===== config.mk =====
export PLATFORM = sky130hd
export DESIGN_NAME = inv_key_stream
export DESIGN_NICKNAME = d
export VERILOG_FILES = /design/src/rtl/aes_key_pkg.sv /design/src/rtl/aes_sub_word.sv /design/src/rtl/inv_key_stream.sv
export SDC_FILE = /design/constraint.sdc
export NUM_CORES = 2
export LEC_CHECK = 0
export ABC_CLOCK_PERIOD_IN_PS = 19300
export CAP_MARGIN = 25
export CORE_MARGIN = 3
export CORE_UTILIZATION = 57
export CTS_BUF_LIST = sky130_fd_sc_hd__clkbuf_16
export DETAILED_ROUTE_END_ITERATION = 7
export PLACE_DENSITY = 0.75
export SLEW_MARGIN = 10
export SYNTH_ARGS = -nofsm -noshare
export SYNTH_HDL_FRONTEND = slang
export SYNTH_HIERARCHICAL = 1
export SYNTH_SLANG_ARGS = --single-unit

===== constraint.sdc =====
create_clock -name clk -period 19.3 [get_ports clk]
set_clock_uncertainty 0.2 [all_clocks]
set_input_delay 3.86 -clock clk [delete_from_list [all_inputs] [get_ports clk]]
set_output_delay 3.86 -clock clk [all_outputs]
set_load 0.005 [all_outputs]

===== src/rtl/aes_key_pkg.sv =====
// aes_key_pkg: shared AES-128 key-schedule constants and helpers.
//   NR / NR_IDX  : number of rounds (10) as an integer and as a 4-bit index
//   state_e      : key-stream controller states
//   rcon()       : round constant for rounds 1..10 (0 elsewhere)
//   word()       : slice word 0..3 out of a 128-bit key (w0 = [127:96])
//   sbox()       : AES forward S-box (GF(2^8) inverse + affine map)
package aes_key_pkg;

  localparam int unsigned KEY_W  = 128;
  localparam int unsigned NR     = 10;
  localparam logic [3:0]  NR_IDX = 4'(NR);

  typedef enum logic [1:0] {
    IDLE,
    EXPAND,
    STREAM
  } state_e;

  function automatic logic [7:0] rcon(input logic [3:0] r);
    logic [7:0] c;
    case (r)
      4'd1:    c = 8'h01;
      4'd2:    c = 8'h02;
      4'd3:    c = 8'h04;
      4'd4:    c = 8'h08;
      4'd5:    c = 8'h10;
      4'd6:    c = 8'h20;
      4'd7:    c = 8'h40;
      4'd8:    c = 8'h80;
      4'd9:    c = 8'h1b;
      4'd10:   c = 8'h36;
      default: c = 8'h00;
    endcase
    return c;
  endfunction

  function automatic logic [31:0] word(input logic [KEY_W-1:0] k, input int unsigned i);
    return k[32*(3-i) +: 32];
  endfunction

  function automatic logic [7:0] xtime(input logic [7:0] a);
    return {a[6:0], 1'b0} ^ (a[7] ? 8'h1b : 8'h00);
  endfunction

  function automatic logic [7:0] gf_mul(input logic [7:0] a, input logic [7:0] b);
    logic [7:0] p;
    logic [7:0] x;
    p = '0;
    x = a;
    for (int unsigned i = 0; i < 8; i++) begin
      if (b[i]) p = p ^ x;
      x = xtime(x);
    end
    return p;
  endfunction

  // Multiplicative inverse as x^254 (maps 0 to 0), then the affine transform.
  function automatic logic [7:0] sbox(input logic [7:0] x);
    logic [7:0] e;
    logic [7:0] r;
    logic [7:0] base;
    e    = 8'd254;
    r    = 8'h01;
    base = x;
    for (int unsigned i = 0; i < 8; i++) begin
      if (e[i]) r = gf_mul(r, base);
      base = gf_mul(base, base);
    end
    return r ^ {r[6:0], r[7]} ^ {r[5:0], r[7:6]} ^ {r[4:0], r[7:5]} ^
           {r[3:0], r[7:4]} ^ 8'h63;
  endfunction

endpackage


===== src/rtl/aes_sub_word.sv =====
// aes_sub_word: AES SubWord, four parallel forward S-boxes (combinational).
//   word_i : 32-bit input word
//   word_o : 32-bit substituted word
module aes_sub_word
  import aes_key_pkg::*;
(
  input  logic [31:0] word_i,
  output logic [31:0] word_o
);

  for (genvar g = 0; g < 4; g++) begin : g_sbox
    assign word_o[8*g +: 8] = sbox(word_i[8*g +: 8]);
  end

endmodule


===== src/rtl/inv_key_stream.sv =====
// inv_key_stream: AES-128 round keys delivered in decryption order (10..0).
// Expands the cipher key forward for 10 cycles, then walks the schedule
// backwards one round per accepted transfer.
//   clk, rst_n : clock, synchronous active-low reset
//   start      : load key_in (honoured only when idle)
//   key_in     : cipher key, w0 = [127:96]
//   busy       : expanding or streaming
//   key_valid  : round_key / round_idx valid
//   key_ready  : consumer accept
//   round_key  : current round key
//   round_idx  : round number of round_key
//   last       : valid key is round 0
module inv_key_stream
  import aes_key_pkg::*;
(
  input  logic             clk,
  input  logic             rst_n,
  input  logic             start,
  input  logic [KEY_W-1:0] key_in,
  output logic             busy,
  output logic             key_valid,
  input  logic             key_ready,
  output logic [KEY_W-1:0] round_key,
  output logic [3:0]       round_idx,
  output logic             last
);

  state_e           state_q, state_d;
  logic [KEY_W-1:0] key_q, key_d;
  logic [3:0]       rnd_q, rnd_d;

  logic [31:0] w0, w1, w2, w3;
  logic [31:0] inv_w3;
  logic [31:0] sub_in, sub_out, rc_word;
  logic [31:0] f0, f1, f2, f3;
  logic        hs;

  assign w0 = word(key_q, 0);
  assign w1 = word(key_q, 1);
  assign w2 = word(key_q, 2);
  assign w3 = word(key_q, 3);

  // Inverse step recovers the previous round's last word first; it is
  // what feeds the shared SubWord, just as w3 does going forward.
  assign inv_w3  = w3 ^ w2;
  assign sub_in  = (state_q == STREAM) ? inv_w3 : w3;
  assign rc_word = {rcon(rnd_q), 24'h0};

  aes_sub_word u_sub_word (
    .word_i ({sub_in[23:0], sub_in[31:24]}),
    .word_o (sub_out)
  );

  assign f0 = w0 ^ sub_out ^ rc_word;
  assign f1 = w1 ^ f0;
  assign f2 = w2 ^ f1;
  assign f3 = w3 ^ f2;

  assign hs = (state_q == STREAM) && key_ready;

  always_ff @(posedge clk) begin
    if (!rst_n) begin
      state_q <= IDLE;
      key_q   <= '0;
      rnd_q   <= '0;
    end else begin
      state_q <= state_d;
      key_q   <= key_d;
      rnd_q   <= rnd_d;
    end
  end

  always_comb begin
    state_d = state_q;
    key_d   = key_q;
    rnd_d   = rnd_q;
    case (state_q)
      IDLE: begin
        if (start) begin
          state_d = EXPAND;
          key_d   = key_in;
          rnd_d   = 4'd1;
        end
      end
      EXPAND: begin
        key_d = {f0, f1, f2, f3};
        if (rnd_q == NR_IDX) begin
          state_d = STREAM;
          rnd_d   = NR_IDX;
        end else begin
          rnd_d = rnd_q + 4'd1;
        end
      end
      STREAM: begin
        if (hs) begin
          if (rnd_q == 4'd0) begin
            state_d = IDLE;
          end else begin
            key_d = {w0 ^ sub_out ^ rc_word, w1 ^ w0, w2 ^ w1, inv_w3};
            rnd_d = rnd_q - 4'd1;
          end
        end
      end
      default: state_d = IDLE;
    endcase
  end

  always_comb begin
    busy      = (state_q != IDLE);
    key_valid = (state_q == STREAM);
    last      = (state_q == STREAM) && (rnd_q == 4'd0);
    round_key = key_q;
    round_idx = rnd_q;
  end

endmodule


==> out/qor.yml <==
tritoncts: "done"
synth_area_leader_cell: "xnor2_1"
grt_pass1_vias: 64319
critPathCaptureType: "register"
clkLatencyLatePin_ns: 0.50
first_iter_violations: 7728
synthMuxAreaShare_pct: 3.870
rsz0062_at_grt: "true"
syn-num-nets: 9672
cts_root_buf: "clkbuf_16"
h-tree-depth: 4
routed_wl_um: 229600
numCtsBuffers: 17
max_freq_mhz: 54.53
portBuffers: 266
die_area_um2: 124600
drc: 0
cts.clk_slew.worst_paths_ns: 0.08
synth_fa_ha_area_share_pct: 0.7766
synth_xor_area_share_pct: 43.56
rrSetupSlack_ns: 0.96
cap_viol_max_count: 0
final.setup.tns_ns: 0
period_share_pct: 95.03
die_y_um: 353.0
holdWs_ns: 0.3171
synth_common_cells: "xnor2_1 (1797), nor2_1 (1305), nand2_1 (935)"
setup_ws_ns: 0.9599
detail-route-antenna-nets: 0
cp-start-kind: "register"
antenna_found_initial: 9
finalSetupViolations: 0
run_status: "complete, no violations"
yosys_warnings: 6
slew_headroom_pct: 28.59
slowest_stage: "or4b_2"
start_util_pct: 57.81
rows: 126
yosysSeqAreaShare_pct: 4.142
crit_top_cell: "xnor2_1"
synth_compound_area_share_pct: 20.63
grt_pass1_wl_um: 360100
grt_use_total_pct: 34.57
preCtsSetupSlack_ns: -0.4242
syn_inst: 9499
ioPinCount: 267
nets: 9718
crit_fanout: 17
period_minus_slack_ns: 18.34
synth_cell_types: 138
fillers: 10643
whs_path_depth: 2
viasPerCell: 6.317
path_class: "reg -> reg"
hold_viol: 0
netlist_area_um2: 68630
grt_max_degree: 91
globalRouteOverflowTotal: 0
yosys.area_share.simple_pct: 21.61
worst_slew_pin_slew_ns: 1.063
dpl.hpwl_um: 168500
coreArea_um2: 118700
worstPathRequired_ns: 19.45
via_count: 70556
slowest_delay_ns: 0.63
synth_top_area_share_pct: 22.93
first_pass_iters: 8
synthFlopType: "dfxtp_1"
hold_path_class: "reg -> reg"
drive_above_1_share_pct: 10.22
cts.sinks: 142
drv_slew: 0
clk_path_buf_depth: 2
synth_seq_cells: 142
area_growth_pct: 9.987
synth_area_leaders: "xnor2_1 (23%), xnor3_1 (7.6%), nor2_1 (7.1%)"
wl_per_cell_um: 20.56
async_flop_share_pct: 0
synth_top_family_by_area: "XOR/XNOR gates"
syn_area_per_cell_um2: 7.225
gp_congestion: 0.9579
synth.most_common_cell: "xnor2_1"
cts_hold_buf: 0
r2r_cells: 68
cp_data_arrival_time_ns: 18.49
synth_edf_count: 0
die_w_um: 353.0
routing by layer:
layer / part of all wire [%] / global-route usage, %
met5: 0.0057 / 0
met4: 3.4 / 12.00
met3: 8.8 / 4.607
met2: 45 / 55.50
met1: 42 / 47.55
kinds of logic after synthesis:
family | after synthesis
buf+inv | 839
compound gates | 2111
flops | 142
simple gates | 3333
xor+xnor | 2774
fa+ha+maj | 43
mux | 257
worst paths after layout:
| path | startpoint | endpoint |
|---|---|---|
| max | state_q[0] | round_key[87] |
| max reg2reg | state_q[0] | round_key[87] |
| min reg2reg | round_key[66] | round_key[66] |
| min | round_key[66] | round_key[66] |
layout by cell type (no fill, tap or decap), drive strengths merged, types with 44 or more instances in the layout:
master         synthesis  layout
nand3                274     274
nand2b                75      75
nand4                 44      44
xnor3                252     252
xnor2               1936    1936
o22ai                108     108
xor2                 552     552
dfxtp                142     142
buf                  249     430
o31ai                 67      67
nor2b                 87      87
mux2i                214     214
nand2                943     943
and3                  50      50
o32ai                 54      54
a22oi                 90      90
nor2                1312    1312
a31oi                 86      86
o211ai               109     109
clkdlybuf4s50          0     265
a211oi               110     110
or3                   64      64
o21ai                501     501
a21oi                494     494
and2                  58      58
inv                  151     159
nor3                 263     263
stage by stage:
| step | util [%] | cell area [um^2] | cells |
|---|---|---|---|
| detailed placement | 61.96 | 73560 | 11070 |
| finish | 63.59 | 75480 | 11169 |
| CTS | 62.55 | 74250 | 11103 |
| floorplan | - | 68630 | 9499 |
| global route | 63.57 | 75470 | 11162 |
| global placement | 61.90 | 73480 | 11062 |
layout make-up:
class,count,area [um^2],area share [%]
Clock inverter,15,188.9,0.2503
Inverter,166,624.3,0.8271
Tap cell,1600,2002,2.652
Clock buffer,17,425.4,0.5636
Multi-Input combinational cell,8518,63360,83.94
Timing Repair Buffer,700,6011,7.963
Antenna cell,11,27.53,0.03647
Sequential cell,142,2843,3.766
worst max-delay path, delay by kind of cell, from the launching register on:
family / cells / cell delay, ns
fa+ha+maj: 4 / 1.43
mux: 3 / 0.85
flops: 1 / 0.37
simple gates: 10 / 1.97
compound gates: 3 / 0.43
buf+inv: 10 / 2.10
xor+xnor: 38 / 10.78
flip-flops by register name, summed over array words and instances, names as in the netlist:
register and count:
round_idx 4, round_key 128, rc_word 8, state_q 2
repair_timing:
action | 4_1_cts | 5_1_grt
resized for setup | 7 | 101
buffers inserted | 1 | 43
setup endpoints to repair | 41 | 128
pin swaps | 1 | 15
Power is not shown: default switching activity piles up to over one toggle a cycle in this logic, so the estimate is an artifact.
